--- src/rtl/fetch_pkg.sv ---
// ============================================================================
// fetch_pkg : opcode constants, next-PC source encoding, opcode extraction
// Rev 1.0
// ============================================================================
`default_nettype none

package fetch_pkg;

  localparam int unsigned OPC_W = 4;

  typedef logic [OPC_W-1:0] opcode_t;

  localparam opcode_t OPC_HALT = 4'h0;
  localparam opcode_t OPC_RETI = 4'h3;

  typedef enum logic [2:0] {
    PC_SRC_SEQ    = 3'd0,
    PC_SRC_HOLD   = 3'd1,
    PC_SRC_BRANCH = 3'd2,
    PC_SRC_VEC    = 3'd3,
    PC_SRC_RETI   = 3'd4
  } pc_src_t;

  // Instructions up to 64 bits wide; the opcode is the top OPC_W bits of the instr_w-bit word.
  function automatic opcode_t opcode_of(input logic [63:0] instr, input int unsigned instr_w);
    logic [63:0] shifted;
    shifted = instr >> (instr_w - OPC_W);
    return opcode_t'(shifted);
  endfunction

endpackage

`default_nettype wire

--- src/rtl/fetch_irq_unit_if.sv ---
// ============================================================================
// fetch_irq_unit_if : imem, pipeline-control and interrupt signals of the fetch stage
// Rev 1.0
// ============================================================================
`default_nettype none

interface fetch_irq_unit_if #(
  parameter int PC_W    = 16,
  parameter int INSTR_W = 16,
  parameter int NUM_IRQ = 4
);

  logic [PC_W-1:0]    imem_addr;
  logic [INSTR_W-1:0] imem_rdata;
  logic [INSTR_W-1:0] instr;
  logic [PC_W-1:0]    pc;
  logic [PC_W-1:0]    pc_plus1;
  logic               jorb;
  logic [PC_W-1:0]    new_pc;
  logic               ld_stall;
  logic [NUM_IRQ-1:0] irq;
  logic [NUM_IRQ-1:0] irq_en;
  logic [NUM_IRQ-1:0] int_ack;
  logic               in_service;
  logic               halted;

  modport master (
    output imem_addr, instr, pc, pc_plus1, int_ack, in_service, halted,
    input  imem_rdata, jorb, new_pc, ld_stall, irq, irq_en
  );

  modport slave (
    input  imem_addr, instr, pc, pc_plus1, int_ack, in_service, halted,
    output imem_rdata, jorb, new_pc, ld_stall, irq, irq_en
  );

endinterface

`default_nettype wire

--- src/rtl/irq_arbiter.sv ---
// ============================================================================
// irq_arbiter : rising-edge capture, pending/mask, fixed priority (channel 0 highest)
// Rev 1.0
// ============================================================================
`default_nettype none

module irq_arbiter #(
  parameter int NUM_IRQ = 4,
  parameter int IDX_W   = (NUM_IRQ > 1) ? $clog2(NUM_IRQ) : 1
) (
  input  wire logic               clk,
  input  wire logic               rst,
  input  wire logic [NUM_IRQ-1:0] irq,
  input  wire logic [NUM_IRQ-1:0] irq_en,
  input  wire logic [NUM_IRQ-1:0] grant,
  output logic                    req_valid,
  output logic [IDX_W-1:0]        req_idx
);

  logic [NUM_IRQ-1:0] r_irq_prev;
  logic [NUM_IRQ-1:0] r_pending;
  logic [NUM_IRQ-1:0] w_rise;
  logic [NUM_IRQ-1:0] w_active;

  assign w_rise   = irq & ~r_irq_prev;
  assign w_active = r_pending & irq_en;

  // A fresh edge in the grant cycle survives the clear, so it is never lost.
  always_ff @(posedge clk or posedge rst) begin
    if (rst) begin
      r_irq_prev <= '0;
      r_pending  <= '0;
    end else begin
      r_irq_prev <= irq;
      r_pending  <= (r_pending & ~grant) | w_rise;
    end
  end

  always_comb begin
    req_valid = 1'b0;
    req_idx   = '0;
    for (int i = NUM_IRQ - 1; i >= 0; i--) begin
      if (w_active[i]) begin
        req_valid = 1'b1;
        req_idx   = IDX_W'(i);
      end
    end
  end

endmodule

`default_nettype wire

--- src/rtl/fetch_irq_unit.sv ---
// ============================================================================
// fetch_irq_unit : PC register, next-PC selection and vectored interrupt entry/return
// Rev 1.0
// ============================================================================
`default_nettype none

module fetch_irq_unit
  import fetch_pkg::*;
#(
  parameter int              PC_W       = 16,
  parameter int              INSTR_W    = 16,
  parameter int              NUM_IRQ    = 4,
  parameter logic [PC_W-1:0] RESET_VEC  = '0,
  parameter logic [PC_W-1:0] VEC_BASE   = PC_W'(5),
  parameter int unsigned     VEC_STRIDE = 4
) (
  input wire logic         clk,
  input wire logic         rst,
  fetch_irq_unit_if.master bus
);

  localparam int IDX_W = (NUM_IRQ > 1) ? $clog2(NUM_IRQ) : 1;

  localparam logic [0:0] ST_RUN = 1'b0;
  localparam logic [0:0] ST_SVC = 1'b1;

  logic [PC_W-1:0]    r_pc;
  logic [PC_W-1:0]    r_saved_pc;
  logic [NUM_IRQ-1:0] r_int_ack;
  logic [0:0]         r_state;
  logic [0:0]         w_state_next;

  logic [PC_W-1:0]    w_pc_plus1;
  logic [PC_W-1:0]    w_vec_addr;
  logic [PC_W-1:0]    w_next_pc;
  opcode_t            w_opc;
  logic               w_is_halt;
  logic               w_is_reti;
  logic               w_in_service;
  logic               w_req_valid;
  logic [IDX_W-1:0]   w_req_idx;
  logic               w_take_irq;
  pc_src_t            w_pc_src;

  irq_arbiter #(
    .NUM_IRQ (NUM_IRQ),
    .IDX_W   (IDX_W)
  ) u_arb (
    .clk       (clk),
    .rst       (rst),
    .irq       (bus.irq),
    .irq_en    (bus.irq_en),
    .grant     (r_int_ack),
    .req_valid (w_req_valid),
    .req_idx   (w_req_idx)
  );

  assign w_opc      = opcode_of(64'(bus.imem_rdata), INSTR_W);
  assign w_is_halt  = (w_opc == OPC_HALT);
  assign w_is_reti  = (w_opc == OPC_RETI);
  assign w_pc_plus1 = r_pc + PC_W'(1);
  assign w_vec_addr = VEC_BASE + PC_W'(VEC_STRIDE * 32'(w_req_idx));

  // Branches and stalls defer entry so a taken branch target is never overwritten.
  assign w_take_irq = ~w_in_service & ~bus.jorb & ~bus.ld_stall & w_req_valid;

  always_comb begin
    w_pc_src = PC_SRC_SEQ;
    if (w_is_reti && w_in_service)     w_pc_src = PC_SRC_RETI;
    else if (w_take_irq)               w_pc_src = PC_SRC_VEC;
    else if (bus.jorb)                 w_pc_src = PC_SRC_BRANCH;
    else if (w_is_halt || bus.ld_stall) w_pc_src = PC_SRC_HOLD;
  end

  always_comb begin
    w_next_pc = w_pc_plus1;
    case (w_pc_src)
      PC_SRC_RETI:   w_next_pc = r_saved_pc;
      PC_SRC_VEC:    w_next_pc = w_vec_addr;
      PC_SRC_BRANCH: w_next_pc = bus.new_pc;
      PC_SRC_HOLD:   w_next_pc = r_pc;
      default:       w_next_pc = w_pc_plus1;
    endcase
  end

  // Handler-tracking state machine: register, next state, outputs.
  always_ff @(posedge clk or posedge rst) begin
    if (rst) r_state <= ST_RUN;
    else     r_state <= w_state_next;
  end

  always_comb begin
    w_state_next = r_state;
    case (r_state)
      ST_RUN:  if (w_take_irq) w_state_next = ST_SVC;
      ST_SVC:  if (w_is_reti)  w_state_next = ST_RUN;
      default: w_state_next = ST_RUN;
    endcase
  end

  always_comb begin
    w_in_service = (r_state == ST_SVC);
  end

  // A HALT interrupted in place resumes after itself, otherwise the interrupted PC re-executes.
  always_ff @(posedge clk or posedge rst) begin
    if (rst) begin
      r_pc       <= RESET_VEC;
      r_saved_pc <= '0;
      r_int_ack  <= '0;
    end else begin
      r_pc      <= w_next_pc;
      r_int_ack <= w_take_irq ? (NUM_IRQ'(1) << w_req_idx) : '0;
      if (w_take_irq)
        r_saved_pc <= w_is_halt ? w_pc_plus1 : r_pc;
    end
  end

  assign bus.imem_addr  = r_pc;
  assign bus.pc         = r_pc;
  assign bus.pc_plus1   = w_pc_plus1;
  assign bus.instr      = bus.imem_rdata;
  assign bus.int_ack    = r_int_ack;
  assign bus.in_service = w_in_service;
  assign bus.halted     = w_is_halt & ~w_take_irq;

endmodule

`default_nettype wire

--- src/flat_wrapper.sv ---
// flat-port wrapper written by rule: the top's interface ports become plain ports
module fetch_irq_unit_flat import fetch_pkg::*;
#(
  parameter int              PC_W       = 16,
  parameter int              INSTR_W    = 16,
  parameter int              NUM_IRQ    = 4,
  parameter logic [PC_W-1:0] RESET_VEC  = '0,
  parameter logic [PC_W-1:0] VEC_BASE   = PC_W'(5),
  parameter int unsigned     VEC_STRIDE = 4
)
  (clk, rst, bus_imem_addr, bus_instr, bus_pc, bus_pc_plus1, bus_int_ack, bus_in_service, bus_halted, bus_imem_rdata, bus_jorb, bus_new_pc, bus_ld_stall, bus_irq, bus_irq_en);
  fetch_irq_unit_if #(.PC_W(PC_W), .INSTR_W(INSTR_W), .NUM_IRQ(NUM_IRQ)) bus_i ();
  input wire logic clk;
  input wire logic rst;
  output wire logic [$bits(bus_i.imem_addr)-1:0] bus_imem_addr;
  output wire logic [$bits(bus_i.instr)-1:0] bus_instr;
  output wire logic [$bits(bus_i.pc)-1:0] bus_pc;
  output wire logic [$bits(bus_i.pc_plus1)-1:0] bus_pc_plus1;
  output wire logic [$bits(bus_i.int_ack)-1:0] bus_int_ack;
  output wire logic [$bits(bus_i.in_service)-1:0] bus_in_service;
  output wire logic [$bits(bus_i.halted)-1:0] bus_halted;
  input wire logic [$bits(bus_i.imem_rdata)-1:0] bus_imem_rdata;
  input wire logic [$bits(bus_i.jorb)-1:0] bus_jorb;
  input wire logic [$bits(bus_i.new_pc)-1:0] bus_new_pc;
  input wire logic [$bits(bus_i.ld_stall)-1:0] bus_ld_stall;
  input wire logic [$bits(bus_i.irq)-1:0] bus_irq;
  input wire logic [$bits(bus_i.irq_en)-1:0] bus_irq_en;
  assign bus_imem_addr = bus_i.imem_addr;
  assign bus_instr = bus_i.instr;
  assign bus_pc = bus_i.pc;
  assign bus_pc_plus1 = bus_i.pc_plus1;
  assign bus_int_ack = bus_i.int_ack;
  assign bus_in_service = bus_i.in_service;
  assign bus_halted = bus_i.halted;
  assign bus_i.imem_rdata = bus_imem_rdata;
  assign bus_i.jorb = bus_jorb;
  assign bus_i.new_pc = bus_new_pc;
  assign bus_i.ld_stall = bus_ld_stall;
  assign bus_i.irq = bus_irq;
  assign bus_i.irq_en = bus_irq_en;
  fetch_irq_unit #(.PC_W(PC_W), .INSTR_W(INSTR_W), .NUM_IRQ(NUM_IRQ), .RESET_VEC(RESET_VEC), .VEC_BASE(VEC_BASE), .VEC_STRIDE(VEC_STRIDE)) u_core (.clk(clk), .rst(rst), .bus(bus_i));
endmodule
--- config.mk ---
export PLATFORM = sky130hd
export DESIGN_NAME = fetch_irq_unit_flat
export DESIGN_NICKNAME = d
export VERILOG_FILES = /design/src/rtl/fetch_pkg.sv /design/src/rtl/fetch_irq_unit_if.sv /design/src/rtl/irq_arbiter.sv /design/src/rtl/fetch_irq_unit.sv /design/src/flat_wrapper.sv
export SDC_FILE = /design/constraint.sdc
export NUM_CORES = 1
export LEC_CHECK = 0
export ABC_AREA = 1
export CORE_ASPECT_RATIO = 1.2
export CORE_UTILIZATION = 35
export CTS_CLUSTER_SIZE = 10
export DETAILED_ROUTE_END_ITERATION = 10
export GPL_TIMING_DRIVEN = 0
export PLACE_DENSITY = 0.75
export RECOVER_POWER = 25
export SETUP_SLACK_MARGIN = 0.4
export SLEW_MARGIN = 20
export SYNTH_ARGS = -nofsm -noshare
export SYNTH_HDL_FRONTEND = slang
export SYNTH_SLANG_ARGS = --single-unit
--- constraint.sdc ---
create_clock -name clk -period 3.6 [get_ports clk]
set_input_delay 0.54 -clock clk [delete_from_list [all_inputs] [get_ports clk]]
set_output_delay 0.54 -clock clk [all_outputs]
set_load 0.1 [all_outputs]
## Yosys cells after proc, flatten, opt, wreduce, memory -nomap -nowiden

Index checks and enable logic that the tools add are counted.

- Bits in registers: 45
- Bits in latches: 0
- Bits in writable memories: 0
- Memory bits (read-only): 0
- Word-level logic and storage cells: 49
- Memories: 0

- Add/subtract/negate cells: 2
- Multiply operators: 0
- Divide/modulo/power cells: 0
- Magnitude comparators: 0
- Equality and inequality tests: 5
- Shift operators: 1
- Muxes and demuxes: 18
- Bitwise operators: 14
- Reductions and logical operators: 3

Operators by type and width:

| cell | count |
|---|---|
| $pmux 16 s4 | 1 |
| $add 16x1->16 const B | 1 |
| $mux 16 | 1 |
| $and 4x4->4 | 3 |
| $mux 3 | 3 |
| $mux 2 | 4 |
| $not 4->4 | 2 |
| $mux 1 | 7 |
| $eq 3x2->1 const B | 2 |
| $add 3x4->5 const A | 1 |
| $and 1x1->1 | 4 |
| $eq 4x2->1 const B | 1 |
| $logic_not 4->1 | 1 |
| $mux 4 | 1 |
| $not 1->1 | 4 |
| $or 4x4->4 | 1 |
| $shl 1x2->4 const A | 1 |
| $eq 3x1->1 const B | 1 |
| $eq 3x3->1 const B | 1 |
| $pmux 1 s2 | 1 |
| $logic_and 1x1->1 | 1 |
| $logic_or 1x1->1 | 1 |

## Logic depth before layout (Yosys ltp)

Gate-level depths: netlist of run 1.

- Depth in word-level cells: 10
- Gate-level depth with buffers: 12

## By module

A second synthesis of run 1 with hierarchy kept.

- Cells, all modules: 442
- Area, all modules: 3035.4 µm²

By module, submodules not included:

| module | times used | cells an instance | area an instance (µm²) |
|---|---|---|---|
| fetch_irq_unit | 1 | 408 | 2711.4 |
| irq_arbiter | 1 | 34 | 324.1 |

## Worst setup path after synthesis of run 1

OpenSTA, ideal clock, no wires.

- Path type: reg2out
- From: reg u_core.r_pc[0], in the netlist u_core.bus.imem_addr[0]
- To: out bus_pc_plus1[11]
- Data arrival time: 3773 ps
- Required time: 3060 ps
- Path slack: -713 ps
- Stages on the path, launching flop included: 5
- Buffers on the path: 0
- Cells stage by stage: dfrtp_1 > inv_1 > nor2_4 > nand3_1 > xnor2_1

- Longest elaborated chain between the ends: 1

RTL lines:

| element | line | RTL |
|---|---|---|
| from (decl) | fetch_irq_unit.sv:27 | `logic [PC_W-1:0] r_pc;` |
| from (signal assigned) | fetch_irq_unit.sv:112 | `r_pc <= w_next_pc;` |
| $add 16x1->16 | fetch_irq_unit.sv:61 | `assign w_pc_plus1 = r_pc + PC_W'(1);` |
| to (decl) | flat_wrapper.sv:18 | `output wire logic [$bits(bus_i.pc_plus1)-1:0] bus_pc_plus1;` |

Every way passes these cells.

## Worst setup path after layout of run 1

- From: reg u_core.r_pc[1], in the netlist u_core.bus.imem_addr[1]
- To: out bus_pc_plus1[14]

Same word-level chain as after synthesis.

==> flow_metrics.py, run 1 <==
metrics = {
    "outcome": {
        "outcome": "finished clean",
    },
    "global_route": {
        "grt_pass1_vias": 3012,
        "grt_pass1_wl_mm": 14.2,
        "globalRouteOverflowTotal": 0,
        "grt_max_degree": 28,
        "grt_antenna_before_repair": 0,
        "grt_usage": 0.208,
    },
    "logic_synthesis": {
        "seq_area_frac_synth": 0.376,
        "syn_inst": 415,
        "synth-seq-cells": 45,
        "syn_avg_cell_area_um2": 7.21,
        "yosys_warnings": 0,
        "netlist_area_um2": 2990,
        "synth.net_count": 464,
        "synth_cell_type_count": 28,
    },
    "sta": {
        "tns_ps": 0,
        "finClkSkew_ps": 10.2,
        "fin_ws_ps": 450,
        "rsz0062_at_grt": "yes",
        "max_slew_margin": 0.0540,
        "worst_pin_slew_ps": 1420,
        "timing.fmax_mhz": 317,
        "maxSlewViolCount": 0,
        "fin_crit_sh": 0.875,
        "hold_violations": 0,
        "fin_crit_ps": 3150,
        "timing.hold.ws_ps": 429,
        "finalSetupViolCount": 0,
    },
    "clocking": {
        "clock-sinks": 45,
        "cts_tree": "built",
        "cts_made_buffers": 5,
        "insertion_delay_ps": 310,
        "postCtsSetupBuffers": 0,
        "clkTransAtPathRegs_ps": 90,
        "htree_levels": 2,
        "clk_path_buf_depth": 2,
        "cts_root_buf": "clkbuf_8",
    },
    "worst_setup_path": {
        "ff2ff_setup_slack_ps": 1850,
        "cp_slowest_stage_delay_ps": 840,
        "crit_type": "reg -> out",
        "cp.required_ps": 3060,
        "cp_slowest_cell": "clkdlybuf4s15_1",
        "path_common_cell": "nand2_1",
        "crit_chain": "ha_1 > nand3_2 > inv_1 > nand3_1 > nor2_1 > nand2_1 > nand2_1 > clkdlybuf4s15_1",
        "path_max_fanout": 6,
        "cp-end-kind": "primary output",
        "worstSetupStartpointType": "flop",
        "critPathArrivalTime_ps": 2610,
    },
    "route": {
        "top_layer_used": "met4",
        "wl_per_cell_um": 13.8,
        "drc": 0,
        "drt-total-wl_mm": 8.82,
        "drtPass1Iterations": 5,
        "wl_met3_um": 620,
        "m1WireLength_mm": 3.57,
        "vias": 3054,
        "met2WireLength_mm": 4.55,
        "drtIter0Drc": 166,
        "antenna_left": 0,
        "vias_per_cell": 4.78,
    },
    "pwr": {
        "total_power_mw": 3.31,
        "ir_drop_v": 0.000520,
        "power_density_nw_per_um2": 771,
        "p_leak_nw": 2.09,
    },
    "run": {
        "max-cap-violations": 0,
    },
    "placement": {
        "dp.cells": 631,
        "io_buffers": 101,
        "post-place-ws_ps": 98.0,
        "place_congestion": 0.907,
        "dpl.hpwl_mm": 6.66,
    },
    "floorplan": {
        "rows": 36,
        "coreArea_um2": 8200,
        "start_util": 0.365,
        "fp.dieW_um": 86.4,
        "ioPinCount": 114,
        "die_h_um": 103,
        "dieArea_um2": 8930,
    },
    "layout": {
        "finalNonFillerCells": 639,
        "layout-drive-gt1-share": 0.152,
        "n_antenna_cell": 0,
        "nets": 573,
        "syn2layout_area_growth_pct": 43.1,
    },
    "hold_path": {
        "hp-class": "reg -> reg",
    },
}
-- Yosys cell counts (all sizes together) --
cell	n	area share
o22ai	15	0.031
o211ai	1	0.0025
nor2	43	0.063
a21oi	20	0.035
nand2	114	0.14
o21ai	23	0.042
ha	5	0.021
a31oi	1	0.0021
xnor2	3	0.0088
a22oi	1	0.0025
or2	1	0.0021
xor2	5	0.015
inv	63	0.079
dfrtp	45	0.38
nand3	23	0.043
nand4	8	0.022
buf	44	0.11
-- through the flow --
step | cell area [um^2] | utilization
floorplan | 3040 | -
global placement | 4190 | 0.511
detailed placement | 4210 | 0.513
CTS | 4310 | 0.526
global route | 4290 | 0.523
finish | 4290 | 0.523
-- critical path: cells and delay by family (launching register included) --
kind          cells  cell delay (ps)
fa+ha+maj         1              270
buf+inv           2              990
flops             1              460
simple gates      5              580
-- registers in the layout, summed over array words and instances (netlist names) --
register                 cells
u_core.u_arb.r_irq_prev      4
u_core.bus.imem_addr        16
u_core.bus.in_service        1
u_core.u_arb.r_pending       4
u_core.r_saved_pc           16
u_core.bus.int_ack           4
-- final cells by class --
class	count	area [um^2]
fillers	811	3910
multi-input cells	263	1340
flip-flops and latches	45	1130
repair buffers	102	987
plain buffers	44	333
inverters	63	240
well taps	114	143
clock buffers	6	82.6
clock inverters	2	37.5
-- cell families (layout without fill, tap and decap cells) --
kind of cell,count (synthesis),count (layout),share of synthesized area
AOI/OAI and AO/OA,61,61,0.115
xor gates and xnor gates,8,8,0.0234
adders and majority gates,5,5,0.0209
buffers and inverters,107,217,0.190
DFF,45,45,0.376
and+or+nand+nor,189,189,0.274
-- report_power, final --
group	switching (mW)	internal, mW	total [mW]
sequential	0.135	0.647	0.782
clock	0.190	0.226	0.416
combinational	1.60	0.507	2.11
total	1.93	1.38	3.31
-- worst paths after layout --
path                                                           start                                   end  cells after the start
min in group asynchronous                                        rst      u_core.r_saved_pc[1]$_DFFE_PP0P_                      2
worst max register to register   u_core.bus.imem_addr[1]$_DFFE_PP0P_  u_core.bus.imem_addr[14]$_DFFE_PP0P_                     10
worst max-delay path             u_core.bus.imem_addr[1]$_DFFE_PP0P_                      bus_pc_plus1[14]                      8
worst min register to register  u_core.u_arb.r_irq_prev[1]$_DFF_PP0_   u_core.u_arb.r_pending[1]$_DFF_PP0_                      1
max in group asynchronous                                        rst      u_core.r_saved_pc[3]$_DFFE_PP0P_                      3
worst min-delay path            u_core.u_arb.r_irq_prev[1]$_DFF_PP0_   u_core.u_arb.r_pending[1]$_DFF_PP0_                      1
-- routing by layer --
| metal | track usage | vias up |
|---|---|---|
| met4 | 0.0603 | 0 |
| li1 | - | 1487 |
| met1 | 0.245 | 1439 |
| met5 | 0 | - |
| met3 | 0.0373 | 9 |
| met2 | 0.386 | 119 |
-- cells in the final DEF, fill, tap and decap left out, types with 6 or more instances in the layout --
| cell | count |
|---|---|
| clkbuf_8 | 6 |
| o22ai_1 | 15 |
| inv_1 | 56 |
| buf_4 | 35 |
| dlygate4sd2_1 | 6 |
| clkdlybuf4s50_1 | 84 |
| nor2_1 | 37 |
| inv_2 | 6 |
| nand4_1 | 7 |
| nand2_1 | 113 |
| o21ai_0 | 18 |
| dfrtp_1 | 44 |
| nand3_1 | 20 |
| a21oi_1 | 19 |
-- repair_timing --
| item | in CTS | in global routing |
|---|---|---|
| gates cloned | 0 | 0 |
| gates resized for setup | 12 | 10 |
| endpoints found under the setup margin | 12 | 6 |
| hold buffers | 0 | 0 |
(Power assumes the default switching activity.)
==> run 2, diff against run 1 <==
--- a/config.mk
+++ b/config.mk
@@ -14,7 +14,7 @@
 export PLACE_DENSITY = 0.75
 export RECOVER_POWER = 25
 export SETUP_SLACK_MARGIN = 0.4
-export SLEW_MARGIN = 20
+export SLEW_MARGIN = 15
 export SYNTH_ARGS = -nofsm -noshare
 export SYNTH_HDL_FRONTEND = slang
 export SYNTH_SLANG_ARGS = --single-unit
==> results of run 2 <==
Same layout as run 1: the final DEF is identical, and so are final timing and power.
==> run 3, diff against run 2 <==
--- a/config.mk
+++ b/config.mk
@@ -7,6 +7,7 @@
 export LEC_CHECK = 0
 export ABC_AREA = 1
 export CORE_ASPECT_RATIO = 1.2
+export CORE_MARGIN = 4
 export CORE_UTILIZATION = 35
 export CTS_CLUSTER_SIZE = 10
 export DETAILED_ROUTE_END_ITERATION = 10
==> run 3 against run 2 <==
  * Critical endpoint is now bus_pc_plus1[4]
  * Largest power group unchanged
  * Non-clock buffer count unchanged
  * Worst hold slack got worse by 3.9 ps
  * Sequential share of layout area increased by 0.25 points
  * First-iteration DRC count increased by 16%
  * Utilization decreased by 0.77 points
  * Clock-buffer cell count increased by 1
  * Die area increased by 13%
  * Power decreased by 2.8%
  * Highest routed layer unchanged
  * The run now ends with max-capacitance violations, max-slew violations left
  * Fmax increased by 2.5%
  * Via count decreased by 2.0%
==> flow_metrics.py, run 3 (synthesized netlist as in run 1, its figures left out) <==
metrics = {
    "global_route": {
        "grt_pass1_vias": 3025,
        "grt_usage": 0.182,
        "grt_antenna_before_repair": 0,
        "grt_max_degree": 29,
        "grt_pass1_wl_mm": 14.6,
        "globalRouteOverflowTotal": 0,
    },
    "sta": {
        "maxSlewViolCount": 29,
        "worst_pin_slew_ps": 1540,
        "fin_crit_ps": 3070,
        "fin_crit_sh": 0.853,
        "rsz0062_at_grt": "no",
        "timing.fmax_mhz": 326,
        "finalSetupViolCount": 0,
        "max_slew_margin": -0.0245,
        "hold_violations": 0,
        "fin_ws_ps": 528,
        "timing.hold.ws_ps": 426,
        "finClkSkew_ps": 11.6,
        "tns_ps": 0,
    },
    "floorplan": {
        "coreArea_um2": 8240,
        "die_h_um": 109,
        "ioPinCount": 114,
        "start_util": 0.363,
        "rows": 36,
        "fp.dieW_um": 92.4,
        "dieArea_um2": 10100,
    },
    "placement": {
        "post-place-ws_ps": 97.5,
        "place_area_um2": 4210,
        "dpl.hpwl_mm": 7.00,
        "place_congestion": 0.914,
        "io_buffers": 101,
        "dp.cells": 631,
    },
    "route": {
        "vias_per_cell": 4.69,
        "wl_met3_um": 564,
        "drtPass1Iterations": 4,
        "vias": 2992,
        "drt-total-wl_mm": 9.03,
        "wl_per_cell_um": 14.2,
        "m1WireLength_mm": 3.74,
        "met2WireLength_mm": 4.66,
        "drtIter0Drc": 193,
        "drc": 0,
        "antenna_left": 0,
        "top_layer_used": "met4",
    },
    "run": {
        "max-cap-violations": 1,
    },
    "pwr": {
        "seqPwrFrac": 0.243,
        "p_leak_nw": 2.08,
        "netSwitchingFraction": 0.594,
        "power_density_nw_per_um2": 757,
        "ir_drop_v": 0.000471,
        "power.switching_mw": 1.91,
        "intPower_mw": 1.30,
        "total_power_mw": 3.21,
        "p_comb_frac": 0.657,
        "pwr-share-clk": 0.099,
    },
    "layout": {
        "n_antenna_cell": 0,
        "nets": 573,
        "syn2layout_area_growth_pct": 41.8,
        "layout_common_cells": "113 x nand2_1, 84 x clkdlybuf4s50_1, 56 x inv_1, 44 x dfrtp_1, 37 x nor2_1",
        "layout_commonest_cell": "nand2_1",
        "final_core_util": 0.515,
        "fin_area_um2": 4250,
        "fill_cells": 811,
        "layout-drive-gt1-share": 0.151,
        "finalNonFillerCells": 638,
    },
    "clocking": {
        "clkTransAtPathRegs_ps": 80,
        "postCtsSetupBuffers": 0,
        "cts_root_buf": "clkbuf_8",
        "clk_path_buf_depth": 2,
        "cts_made_buffers": 5,
        "insertion_delay_ps": 300,
        "clock-sinks": 45,
        "htree_levels": 2,
        "cts_tree": "built",
    },
    "worst_setup_path": {
        "ff2ff_path_depth": 10,
        "r2r-end": "u_core.bus.imem_addr[14]$_DFFE_PP0P_",
        "path_max_fanout": 6,
        "cp-end-kind": "primary output",
        "ff2ff_setup_slack_ps": 1870,
        "critPathArrivalTime_ps": 2530,
        "crit_type": "reg -> out",
        "cp.required_ps": 3060,
        "worstSetupStartpointType": "flop",
        "rr_startpoint": "u_core.bus.imem_addr[1]$_DFFE_PP0P_",
    },
    "hold_path": {
        "hp-start": "u_core.u_arb.r_irq_prev[1]$_DFF_PP0_",
        "hp-class": "reg -> reg",
        "min_to": "u_core.u_arb.r_pending[1]$_DFF_PP0_",
        "holdPathStages": 1,
    },
    "outcome": {
        "outcome": "finished, violations left",
        "violations": "max-capacitance violations, max-slew violations",
    },
}
-- run 3: cell types whose count changed in the layout (fill, tap and decap cells not counted) --
cell             change
dlygate4sd2_1        +1
bufinv_16            -1
clkbuf_2             +1
clkbuf_1             +1
clkdlybuf4s15_1      -2
clkinvlp_4           -1
-- run 3: power groups by stage --
stage | registers (mW) | logic [mW] | clock network [mW]
after floorplan | 1.13 | 1.31 | 0
after global placement | 0.783 | 2.12 | 0
after detailed placement | 0.791 | 2.14 | 0
after CTS | 0.782 | 2.13 | 0.329
after global routing | 0.809 | 2.21 | 0.352
final | 0.782 | 2.11 | 0.319
-- run 3: what timing repair did --
item | 4_1_cts | 5_1_grt
setup endpoints to repair | 12 | 5
resized for setup | 12 | 10
pin swaps | 0 | 0
hold buffers | 0 | 0
-- run 3: how the worst max path moves through the flow --
stage / end / start / slack, ps / cells past startpoint
floorplan: bus_pc_plus1[13] / u_core.bus.imem_addr[0]$_DFFE_PP0P_ / 410 / 6
global placement: bus_halted / bus_irq_en[0] / 100 / 8
detailed placement: bus_halted / bus_irq_en[0] / 100 / 8
CTS: bus_halted / bus_imem_rdata[15] / 440 / 7
global route: bus_pc_plus1[10] / u_core.bus.imem_addr[1]$_DFFE_PP0P_ / 400 / 8
finish: bus_pc_plus1[4] / u_core.bus.imem_addr[1]$_DFFE_PP0P_ / 530 / 5
-- run 3: critical path: stages, from the launching register on --
cell and delay (ps):
dfrtp_1 460, ha_1 270, nand3_2 110, xor2_1 190
inv_1 60, clkdlybuf4s50_1 1140
-- run 3: cell type report --
type | instances | area, um^2 | share of cell area
Sequential cell | 45 | 1130 | 0.266
Clock buffer | 7 | 86.3 | 0.0203
Tap cell | 114 | 143 | 0.0336
Timing Repair Buffer | 102 | 981 | 0.231
Buffer | 44 | 333 | 0.0784
Inverter | 63 | 240 | 0.0566
Multi-Input combinational cell | 263 | 1340 | 0.314
-- run 3: metal layers --
metal,GRT usage,vias up
li1,-,1485
met1,0.222,1393
met2,0.333,107
met3,0.0370,7
met4,0.0350,0
met5,0,-
